--- config.mk ---
export PLATFORM = sky130hd
export DESIGN_NAME = sfp_frame_link_flat
export DESIGN_NICKNAME = d
export VERILOG_FILES = /design/src/rtl/sfp_link_pkg.sv /design/src/rtl/sfp_frame_link_if.sv /design/src/rtl/sfp_frame_rx.sv /design/src/rtl/sfp_frame_link.sv /design/src/flat_wrapper.sv
export SDC_FILE = /design/constraint.sdc
export NUM_CORES = 1
export LEC_CHECK = 0
export BUFFER_PORTS_ARGS = -buffer_cell sky130_fd_sc_hd__buf_4
export CAP_MARGIN = 20
export CORE_ASPECT_RATIO = 1.4
export CORE_MARGIN = 2
export CORE_UTILIZATION = 33
export DETAILED_ROUTE_END_ITERATION = 10
export GPL_TIMING_DRIVEN = 0
export SLEW_MARGIN = 40
export SYNTH_ARGS = -nofsm -noshare
export SYNTH_HDL_FRONTEND = slang
export SYNTH_SLANG_ARGS = --single-unit
--- constraint.sdc ---
create_clock -name S_AXI_ACLK -period 5.1 [get_ports S_AXI_ACLK]
set_clock_uncertainty 0.1 [all_clocks]
set_input_delay 0.255 -clock S_AXI_ACLK [delete_from_list [all_inputs] [get_ports S_AXI_ACLK]]
set_output_delay 0.255 -clock S_AXI_ACLK [all_outputs]
set_load 0.1 [all_outputs]
--- src/rtl/sfp_link_pkg.sv ---
// Shared constants for the SFP frame link: default sizes, FSM state
// encodings and the field layout of the 128-bit command/status frame.
package sfp_link_pkg;

   // Default geometry of one frame on the 32-bit transceiver stream
   localparam int C_DATA_FRAME_BIT_DEF = 128;
   localparam int C_AXIS_WIDTH_DEF     = 32;
   localparam int C_BEATS_DEF          = 4;
   localparam int C_RX_TIMEOUT_DEF     = 64;

   // TX serializer states
   localparam logic [1:0] TX_IDLE = 2'd0;
   localparam logic [1:0] TX_SEND = 2'd1;
   localparam logic [1:0] TX_DONE = 2'd2;

   // RX reassembly states
   localparam logic [1:0] RX_IDLE    = 2'd0;
   localparam logic [1:0] RX_COLLECT = 2'd1;
   localparam logic [1:0] RX_DISCARD = 2'd2;

   // Frame field offsets; beat0 (MSW) carries CMD and SLV_ID
   localparam int CMD_HI    = 127;
   localparam int CMD_LO    = 112;
   localparam int SLV_ID_HI = 111;
   localparam int SLV_ID_LO = 96;
   localparam int DATA_1_HI = 95;
   localparam int DATA_1_LO = 64;
   localparam int DATA_2_HI = 63;
   localparam int DATA_2_LO = 32;
   localparam int DATA_3_HI = 31;
   localparam int DATA_3_LO = 0;

   // Command code of a status frame
   localparam logic [15:0] STATUS_CMD = 16'h1111;

endpackage

--- src/rtl/sfp_frame_link_if.sv ---
// One AXI4-Stream channel towards or from the SFP transceiver.
// Handshake: a beat transfers on a rising edge where tvalid and tready are
// both 1. The master holds tdata/tlast stable and keeps tvalid high until
// that edge; tvalid never depends on tready.
interface sfp_frame_link_if #(
   parameter int W = 32
);
   logic [W-1:0] tdata;
   logic         tvalid;
   logic         tlast;
   logic         tready;

   modport master (output tdata, output tvalid, output tlast, input tready);
   modport slave  (input tdata, input tvalid, input tlast, output tready);
endinterface

--- src/rtl/sfp_frame_rx.sv ---
// RX reassembly: collects beats MSW first into a frame, checks framing
// (short, long, inter-beat timeout) and presents good frames with a
// one-cycle end flag. Error paths never touch the presented frame.
module sfp_frame_rx
   import sfp_link_pkg::*;
#(
   parameter int C_DATA_FRAME_BIT = C_DATA_FRAME_BIT_DEF,
   parameter int C_AXIS_WIDTH     = C_AXIS_WIDTH_DEF,
   parameter int C_BEATS          = C_BEATS_DEF,
   parameter int C_RX_TIMEOUT     = C_RX_TIMEOUT_DEF
) (
   input  logic                        clk,
   input  logic                        rst_n,
   sfp_frame_link_if.slave             s_axis,
   output logic [C_DATA_FRAME_BIT-1:0] rx_frame,
   output logic                        end_flag,
   output logic [7:0]                  err_cnt,
   output logic [1:0]                  state
);
   localparam int CW = $clog2(C_BEATS);
   localparam int TW = $clog2(C_RX_TIMEOUT);
   localparam int AW = C_DATA_FRAME_BIT - C_AXIS_WIDTH;
   localparam logic [CW-1:0] LAST_BEAT = CW'(C_BEATS - 1);
   localparam logic [TW-1:0] TMO_LAST  = TW'(C_RX_TIMEOUT - 1);

   logic [AW-1:0] asm_q;
   logic [CW-1:0] cnt, cnt_d;
   logic [TW-1:0] timer, timer_d;
   logic [1:0]    state_d;
   logic          ready_q, accept, store, err_hit, good_hit;

   assign s_axis.tready = ready_q;
   assign accept        = s_axis.tvalid && ready_q;

   // Next-state, framing verdict and idle-timer update
   always_comb begin
      state_d  = state;
      cnt_d    = cnt;
      timer_d  = timer;
      store    = 1'b0;
      err_hit  = 1'b0;
      good_hit = 1'b0;
      case (state)
         RX_IDLE: begin
            timer_d = '0;
            if (accept) begin
               if (s_axis.tlast) begin
                  err_hit = 1'b1;
               end else begin
                  store   = 1'b1;
                  cnt_d   = CW'(1);
                  state_d = RX_COLLECT;
               end
            end
         end
         RX_COLLECT: begin
            if (accept) begin
               timer_d = '0;
               if (s_axis.tlast) begin
                  state_d = RX_IDLE;
                  if (cnt == LAST_BEAT) good_hit = 1'b1;
                  else                  err_hit  = 1'b1;
               end else if (cnt == LAST_BEAT) begin
                  err_hit = 1'b1;
                  state_d = RX_DISCARD;
               end else begin
                  store = 1'b1;
                  cnt_d = cnt + CW'(1);
               end
            end else if (timer == TMO_LAST) begin
               err_hit = 1'b1;
               state_d = RX_IDLE;
            end else begin
               timer_d = timer + TW'(1);
            end
         end
         RX_DISCARD: begin
            if (accept && s_axis.tlast) state_d = RX_IDLE;
         end
         default: state_d = RX_IDLE;
      endcase
   end

   // State, assembly register, frame output and saturating error count
   always_ff @(posedge clk) begin
      if (!rst_n) begin
         state    <= RX_IDLE;
         cnt      <= '0;
         timer    <= '0;
         asm_q    <= '0;
         rx_frame <= '0;
         end_flag <= 1'b0;
         err_cnt  <= '0;
         ready_q  <= 1'b0;
      end else begin
         state    <= state_d;
         cnt      <= cnt_d;
         timer    <= timer_d;
         ready_q  <= 1'b1;
         end_flag <= good_hit;
         if (store)    asm_q    <= {asm_q[AW-C_AXIS_WIDTH-1:0], s_axis.tdata};
         if (good_hit) rx_frame <= {asm_q, s_axis.tdata};
         if (err_hit && err_cnt != 8'hFF) err_cnt <= err_cnt + 8'd1;
      end
   end
endmodule

--- src/rtl/sfp_frame_link.sv ---
// Bridge between the SFP register block and the transceiver streams:
// serializes a 128-bit TX frame into four beats (MSW first) and hands RX
// reassembly to sfp_frame_rx. The two directions share nothing but clock.
module sfp_frame_link
   import sfp_link_pkg::*;
#(
   parameter int C_DATA_FRAME_BIT = C_DATA_FRAME_BIT_DEF,
   parameter int C_AXIS_WIDTH     = C_AXIS_WIDTH_DEF,
   parameter int C_BEATS          = C_BEATS_DEF,
   parameter int C_RX_TIMEOUT     = C_RX_TIMEOUT_DEF
) (
   input  logic                        S_AXI_ACLK,
   input  logic                        S_AXI_ARESETN,
   input  logic                        i_sfp_start_flag,
   input  logic [C_DATA_FRAME_BIT-1:0] i_tx_frame,
   output logic                        o_tx_en,
   output logic [C_DATA_FRAME_BIT-1:0] o_rx_frame,
   output logic                        o_sfp_end_flag,
   sfp_frame_link_if.master            m_axis,
   sfp_frame_link_if.slave             s_axis,
   output logic                        o_tx_busy,
   output logic [7:0]                  o_tx_drop_cnt,
   output logic [7:0]                  o_rx_err_cnt,
   output logic [1:0]                  o_tx_state,
   output logic [1:0]                  o_rx_state
);
   localparam int CW = $clog2(C_BEATS);
   localparam int SW = C_DATA_FRAME_BIT - C_AXIS_WIDTH;
   localparam logic [CW-1:0] LAST_BEAT = CW'(C_BEATS - 1);

   logic [1:0]                  tx_state;
   logic [C_DATA_FRAME_BIT-1:0] tx_shreg;
   logic [CW-1:0]               tx_beat;
   logic                        tx_hs;

   // The beat on the wire is always the top word of the shift register
   assign m_axis.tdata  = tx_shreg[C_DATA_FRAME_BIT-1 -: C_AXIS_WIDTH];
   assign m_axis.tvalid = (tx_state == TX_SEND);
   assign m_axis.tlast  = (tx_state == TX_SEND) && (tx_beat == LAST_BEAT);
   assign tx_hs         = m_axis.tvalid && m_axis.tready;
   assign o_tx_en       = (tx_state == TX_DONE);
   assign o_tx_busy     = (tx_state != TX_IDLE);
   assign o_tx_state    = tx_state;

   // TX serializer: load on start, shift one word per handshake
   always_ff @(posedge S_AXI_ACLK) begin
      if (!S_AXI_ARESETN) begin
         tx_state <= TX_IDLE;
         tx_shreg <= '0;
         tx_beat  <= '0;
      end else begin
         case (tx_state)
            TX_IDLE: begin
               if (i_sfp_start_flag) begin
                  tx_shreg <= i_tx_frame;
                  tx_beat  <= '0;
                  tx_state <= TX_SEND;
               end
            end
            TX_SEND: begin
               if (tx_hs) begin
                  tx_shreg <= {tx_shreg[SW-1:0], {C_AXIS_WIDTH{1'b0}}};
                  tx_beat  <= tx_beat + CW'(1);
                  if (tx_beat == LAST_BEAT) tx_state <= TX_DONE;
               end
            end
            TX_DONE: tx_state <= TX_IDLE;
            default: tx_state <= TX_IDLE;
         endcase
      end
   end

   // Count start requests that arrive while a frame is still in flight
   always_ff @(posedge S_AXI_ACLK) begin
      if (!S_AXI_ARESETN) begin
         o_tx_drop_cnt <= '0;
      end else if (i_sfp_start_flag && tx_state != TX_IDLE && o_tx_drop_cnt != 8'hFF) begin
         o_tx_drop_cnt <= o_tx_drop_cnt + 8'd1;
      end
   end

   sfp_frame_rx #(
      .C_DATA_FRAME_BIT (C_DATA_FRAME_BIT),
      .C_AXIS_WIDTH     (C_AXIS_WIDTH),
      .C_BEATS          (C_BEATS),
      .C_RX_TIMEOUT     (C_RX_TIMEOUT)
   ) u_rx (
      .clk      (S_AXI_ACLK),
      .rst_n    (S_AXI_ARESETN),
      .s_axis   (s_axis),
      .rx_frame (o_rx_frame),
      .end_flag (o_sfp_end_flag),
      .err_cnt  (o_rx_err_cnt),
      .state    (o_rx_state)
   );
endmodule

--- src/flat_wrapper.sv ---
// flat-port wrapper written by rule: the top's interface ports become plain ports
module sfp_frame_link_flat import sfp_link_pkg::*;
#(
   parameter int C_DATA_FRAME_BIT = C_DATA_FRAME_BIT_DEF,
   parameter int C_AXIS_WIDTH     = C_AXIS_WIDTH_DEF,
   parameter int C_BEATS          = C_BEATS_DEF,
   parameter int C_RX_TIMEOUT     = C_RX_TIMEOUT_DEF
)
  (S_AXI_ACLK, S_AXI_ARESETN, i_sfp_start_flag, i_tx_frame, o_tx_en, o_rx_frame, o_sfp_end_flag, o_tx_busy, o_tx_drop_cnt, o_rx_err_cnt, o_tx_state, o_rx_state, m_axis_tdata, m_axis_tvalid, m_axis_tlast, m_axis_tready, s_axis_tdata, s_axis_tvalid, s_axis_tlast, s_axis_tready);
  sfp_frame_link_if #(.W(32)) m_axis_i ();
  sfp_frame_link_if #(.W(32)) s_axis_i ();
  input  logic S_AXI_ACLK;
  input  logic S_AXI_ARESETN;
  input  logic i_sfp_start_flag;
  input  logic [C_DATA_FRAME_BIT-1:0] i_tx_frame;
  output logic o_tx_en;
  output logic [C_DATA_FRAME_BIT-1:0] o_rx_frame;
  output logic o_sfp_end_flag;
  output logic o_tx_busy;
  output logic [7:0] o_tx_drop_cnt;
  output logic [7:0] o_rx_err_cnt;
  output logic [1:0] o_tx_state;
  output logic [1:0] o_rx_state;
  output wire logic [$bits(m_axis_i.tdata)-1:0] m_axis_tdata;
  output wire logic [$bits(m_axis_i.tvalid)-1:0] m_axis_tvalid;
  output wire logic [$bits(m_axis_i.tlast)-1:0] m_axis_tlast;
  input wire logic [$bits(m_axis_i.tready)-1:0] m_axis_tready;
  input wire logic [$bits(s_axis_i.tdata)-1:0] s_axis_tdata;
  input wire logic [$bits(s_axis_i.tvalid)-1:0] s_axis_tvalid;
  input wire logic [$bits(s_axis_i.tlast)-1:0] s_axis_tlast;
  output wire logic [$bits(s_axis_i.tready)-1:0] s_axis_tready;
  assign m_axis_tdata = m_axis_i.tdata;
  assign m_axis_tvalid = m_axis_i.tvalid;
  assign m_axis_tlast = m_axis_i.tlast;
  assign m_axis_i.tready = m_axis_tready;
  assign s_axis_i.tdata = s_axis_tdata;
  assign s_axis_i.tvalid = s_axis_tvalid;
  assign s_axis_i.tlast = s_axis_tlast;
  assign s_axis_tready = s_axis_i.tready;
  sfp_frame_link #(.C_DATA_FRAME_BIT(C_DATA_FRAME_BIT), .C_AXIS_WIDTH(C_AXIS_WIDTH), .C_BEATS(C_BEATS), .C_RX_TIMEOUT(C_RX_TIMEOUT)) u_core (.S_AXI_ACLK(S_AXI_ACLK), .S_AXI_ARESETN(S_AXI_ARESETN), .i_sfp_start_flag(i_sfp_start_flag), .i_tx_frame(i_tx_frame), .o_tx_en(o_tx_en), .o_rx_frame(o_rx_frame), .o_sfp_end_flag(o_sfp_end_flag), .m_axis(m_axis_i), .s_axis(s_axis_i), .o_tx_busy(o_tx_busy), .o_tx_drop_cnt(o_tx_drop_cnt), .o_rx_err_cnt(o_rx_err_cnt), .o_tx_state(o_tx_state), .o_rx_state(o_rx_state));
endmodule
== Word-level counts from Yosys, hierarchy flattened ==
Index checks and enable logic that the tools add are counted.

* Equality and inequality tests: 21
* Multiplexer cells: 42
* $add $sub $neg: 5
* Reduce and logical (&&, ||, !) cells: 17

{| class="wikitable"
|+ Operators by type and width
! kind !! number
|-
| two-way mux 128 bit || 2
|-
| one-hot mux 128 bit (2 select lines) || 1
|-
| two-way mux 2 bit || 15
|-
| inequality test 2 bit (second input constant) || 9
|-
| adder 8 x 1 -> 8 bit (second input constant) || 2
|-
| inequality test 8 bit (second input constant) || 2
|-
| two-way mux 1 bit || 15
|-
| two-way mux 6 bit || 2
|-
| one-hot mux 2 bit (2 select lines) || 3
|-
| one-hot mux 6 bit (2 select lines) || 1
|-
| == test 2 bit (second input constant) || 4
|-
| logical AND 1 bit || 7
|-
| adder 6 x 1 -> 6 bit (second input constant) || 1
|-
| == test 6 bit (second input constant) || 1
|-
| inequality test 3 bit (second input constant) || 2
|-
| one-hot mux 2 bit (3 select lines) || 1
|-
| AND reduction 3 bit || 2
|-
| AND reduction 6 bit || 1
|-
| nonzero test 2 bit || 3
|-
| AND reduction 5 bit || 1
|-
| adder 2 x 1 -> 2 bit (second input constant) || 2
|-
| == test 2 x 1 -> 1 bit (second input constant) || 2
|-
| zero test 2 bit || 2
|-
| inequality test 4 bit (second input constant) || 1
|-
| 2 further kinds || 3
|}

* Output and inout bits: 186
* Logic and storage cells: 97
* Flip-flop bits (word level): 384
* Bits of input ports: 166

== Depth between registers and ports, before layout ==
* Word-level depth: 6
* Depth in mapped cells: 10
* Depth with buffers taken out: 7

== Cells and area by module ==
A second synthesis with hierarchy kept.

* Cell total of the unflattened synthesis: 1809
* Area total of the unflattened synthesis: 14787.9 um^2

{| class="wikitable"
|+ Modules (own cells, without submodules)
! module !! area each (um^2) !! times used !! cells an instance !! seq. area each (um^2)
|-
| sfp_frame_rx || 8638.3 || 1 || 1101 || 4884.7
|-
| sfp_frame_link || 6149.6 || 1 || 708 || 2802.7
|}

== Worst setup path after synthesis ==
No wires, ideal clock.

* Path type: reg-to-reg
* Start point: register u_core.tx_state[0], in the netlist u_core.o_tx_state[0]
* End point: register u_core.tx_shreg[120]
* Data required time: 4909 ps
* Period minus slack after synthesis: 3176 ps
* Path buffers: 3
* Arrival: 2985 ps
* Setup slack: 1924 ps
* Setup time: 91 ps
* Stages on the path, launching flop included: 8
* Cells stage by stage: dfxtp_1 nand2b_1 buf_2 inv_2 clkbuf_1 clkbuf_1 nand2_1 a311oi_1

* Longest elaborated chain between the ends: 4
* Elaborated cells on any way between the ends: 8
* Classes of those cells: 3 x eq/ne; 1 x mux; 4 x reduce/logical

{| class="wikitable"
|+ Ends and longest elaborated chain
! item !! line !! RTL
|-
| start: declaration || sfp_frame_link.sv:31 || <nowiki>logic [1:0] tx_state;</nowiki>
|-
| start signal: assignment || sfp_frame_link.sv:48 || <nowiki>tx_state <= TX_IDLE;</nowiki>
|-
| start signal: assignment || sfp_frame_link.sv:57 || <nowiki>tx_state <= TX_SEND;</nowiki>
|-
| start signal: assignment || sfp_frame_link.sv:64 || <nowiki>if (tx_beat == LAST_BEAT) tx_state <= TX_DONE;</nowiki>
|-
| == test 2 x 1 -> 1 bit (*) || sfp_frame_link.sv:38 || <nowiki>assign m_axis.tvalid = (tx_state == TX_SEND);</nowiki>
|-
| net m_axis_tvalid || flat_wrapper.sv:25 || <nowiki>output wire logic [$bits(m_axis_i.tvalid)-1:0] m_axis_tvalid;</nowiki>
|-
| logical AND 1 bit || sfp_frame_link.sv:40 || <nowiki>assign tx_hs = m_axis.tvalid && m_axis.tready;</nowiki>
|-
| inequality test 2 bit (no source line) || -- ||
|-
| AND reduction 3 bit (no source line) || -- ||
|-
| end signal: assignment || sfp_frame_link.sv:55 || <nowiki>tx_shreg <= i_tx_frame;</nowiki>
|-
| end signal: assignment || sfp_frame_link.sv:62 || <nowiki>tx_shreg <= {tx_shreg[SW-1:0], {C_AXIS_WIDTH{1'b0}}};</nowiki>
|-
| end: declaration || sfp_frame_link.sv:32 || <nowiki>logic [C_DATA_FRAME_BIT-1:0] tx_shreg;</nowiki>
|}

The timed path passes the listed nets; every way through them passes the cells marked *.
A chain may end at the register's enable or synchronous reset.

== Worst setup path after layout ==
* Start point: register u_core.tx_state[1], in the netlist u_core.o_tx_state[1]
* End point: output m_axis_tlast

* Longest elaborated chain between the ends: 2

{| class="wikitable"
|+ Ends and longest elaborated chain
! item !! line !! RTL
|-
| == test 2 x 1 -> 1 bit || sfp_frame_link.sv:39 || <nowiki>assign m_axis.tlast = (tx_state == TX_SEND) && (tx_beat == LAST_BEAT);</nowiki>
|-
| logical AND 1 bit || sfp_frame_link.sv:39 ||
|-
| end: declaration || flat_wrapper.sv:26 || <nowiki>output wire logic [$bits(m_axis_i.tlast)-1:0] m_axis_tlast;</nowiki>
|}

Every way passes these cells.

==> qor.yml <==
clk_pin_slew_worst_paths_ps: 60
max_cap_violations: 0
powerDensity_nw_per_um2: 333
dpl.cell_count: 2745
r2r_slack_ps: 2390
die_y_um: 253
relSlewSlack_pct: 43.0
fin_util_pct: 47.4
nFillCells: 4345
crit_family: "buffers and inverters"
place.gp.congestion: 0.892
synth_enable_flop_cells: 0
rsz0062_at_grt: "no"
synth.most_common_cell: "nand2_1"
start_kind: "flop"
ys_seq_elements: 384
crit_path_end_kind: "primary output"
die-area_um2: 46100
ff_latch_area_um2: 7690
r2r-end: "u_core.tx_shreg[118]"
portBuffers: 351
cts_max_level: 2
clock-sinks: 384
synth_area_leaders: "dfxtp_1 (52%), nand2_1 (17%), a21oi_1 (8.0%), a311oi_1 (5.8%), nor2_1 (3.5%)"
tightest_slew_ps: 855
yosysUniqueCellTypes: 54
synth.top_cell.area_share_pct: 52.5
grt_pass1_wl_um: 77400
die_w_um: 182
arrival_ps: 2770
syn_area_per_cell_um2: 7.98
grt_antenna_before_repair: 1
dr.pass1.iters: 5
critPathMaxStageDelay_ps: 450
p_leak_uw: 0.00821
initialDrtViolationCount: 725
layout_setup_ws_ps: 1980
drive_above_1_share_pct: 20.3
outcome: "completed"
gr-total-overflow: 0
wire_per_inst_um: 17.3
cts_buffers: 40
worstPathMaxFanout: 10
grtUsageTotal_pct: 21.4
slowest_stage: "clkbuf_1"
async_flop_share_pct: 0
final-hold-violation-count: 0
grt_max_degree: 15
fin_setup_tns_ps: 0
worstPathRequired_ps: 4740
vias: 14600
row_count: 91
area_growth_pct: 42.3
grt_pass1_vias: 14400
synth_area_leader_cell: "dfxtp_1"
place_hpwl_um: 39200
synthCells: 1836
fmax_ghz: 0.320
clk_latency_ps: 550
cts_tree: "yes"
reg2reg_depth: 5
yosys-top-cells-count: "nand2_1 (658), dfxtp_1 (384), a21oi_1 (235)"
startpoint: "u_core.o_tx_state[1]"
finalCriticalPeriod_ps: 3120
root_buffer: "clkbuf_16"
ant_nets: 0
ir_drop_uv: 232
r2r_start: "u_core.o_tx_state[1]"
worst_hold_startpoint: "s_axis_tvalid"
crit_buf_inv: 5
clk_path_buf_depth: 3
initial_core_util_pct: 33.3
crit_chain: "nand2b_1 -> buf_2 -> inv_2 -> clkbuf_1 -> clkbuf_1 -> and2_1 -> buf_4"
post-route-period-util_pct: 61.2
drc: 0
critPathKind: "reg2out"
drt-total-wl_um: 51400
synthFlopType: "dfxtp_1"
seq_area_frac_synth_pct: 52.5
multiInputGateArea_um2: 6080
mappedNetlistArea_um2: 14600
whs_endpoint: "u_core.u_rx.timer[5]"
core-area_um2: 43900
synth_nets: 2009
slew_viol_final: 0
pre_cts_slack_ps: 2360
via_per_inst: 4.91
hp-class: "in2reg"
ys_warn_count: 0
stdcell_count: 2978
io_pins: 352
critical_path.most_common_cell: "clkbuf_1"
min_path_cells: 4
cts_resized: 0
layout.nets: 2565
finalSetupViolCount: 0
worst min-delay path, stage by stage:
cell and delay (ps):
buf_4 100, a21boi_0 150, o41ai_1 80, a21oi_1 60
sequential cells by signal (all words and copies together) (netlist names):
| register | flops |
|---|---|
| u_core.tx_shreg | 128 |
| u_core.u_rx.err_cnt | 8 |
| u_core.u_rx.timer | 6 |
| u_core.u_rx.s_axis.tready | 1 |
| u_core.u_rx.rx_frame | 128 |
| u_core.o_tx_state | 2 |
| u_core.o_tx_drop_cnt | 8 |
| u_core.u_rx.end_flag | 1 |
| u_core.u_rx.state | 2 |
| u_core.tx_beat | 2 |
| u_core.u_rx.cnt | 2 |
| u_core.u_rx.asm_q | 96 |
how the worst max path moves through the flow:
stage	to	cells past startpoint
CTS	m_axis_tlast	7
global route	m_axis_tlast	7
global placement	u_core.tx_shreg[120]	5
detailed placement	u_core.tx_shreg[118]	5
finish	m_axis_tlast	7
floorplan	u_core.tx_shreg[120]	7
per-stage QoR:
step           instance area, µm²  power, µW  hold slack (ps)
6_report                    20800       6940             69.2
2_1_floorplan               14600       3810              183
3_5_place_dp                18000       4120              323
4_1_cts                     20800       6990             44.6
3_3_place_gp                18000       4120              319
5_1_grt                     20800       7190              113
layer usage:
layer | track usage [%] | share of wire [%]
met1 | 23.2 | 38
met2 | 40.2 | 52
met3 | 3.22 | 5.3
met4 | 11.0 | 4.8
met5 | 0 | 0
power by group:
group / internal, µW / switching, µW / leakage, µW
registers: 3110 / 65.5 / 0.00312
clock network: 1560 / 1220 / 0.000591
logic: 364 / 625 / 0.00449
total: 5030 / 1910 / 0.00821
what timing repair did:
action	4_1_cts	5_1_grt
buffers inserted	0	0
hold endpoints to repair	199	0
endpoints found under the setup margin	0	0
hold buffers	163	0
kinds of logic after synthesis:
group / Yosys count / share of synthesized area [%]
XOR/XNOR: 3 / 0.179
flip-flops: 384 / 52.5
AO/OA/AOI/OAI: 393 / 17.0
adder cells (fa/ha/maj): 7 / 0.598
AND/OR/NAND/NOR: 850 / 22.9
buffers and inverters: 188 / 6.05
multiplexers: 11 / 0.760
layout by cell type, fill, tap and decap left out, drive strengths merged, types with 3 or more instances in the layout:
cell,n
a21oi,235
a22oi,32
a311oi,97
a41oi,3
and2,4
and3,3
and4,4
buf,420
clkbuf,165
clkinv,6
clkinvlp,4
dfxtp,384
dlygate4sd3,163
ha,7
inv,13
mux2i,10
nand2,658
nand2b,8
nand3,10
nand4,5
nor2,137
nor2b,3
nor3,3
nor4,5
o21ai,5
o31ai,3
xnor2,3
layout make-up:
class                   instances  share of cell area (%)
diodes                          1                  0.0120
plain buffers                 177                    4.05
flip-flops and latches        384                    36.9
inverters                      11                   0.198
repair buffers                514                    20.5
well taps                     558                    3.35
multi-input cells            1264                    29.2
clock buffers                  57                    5.44
clock inverters                12                   0.444
No activity file was read; power rests on OpenSTA's default activity.
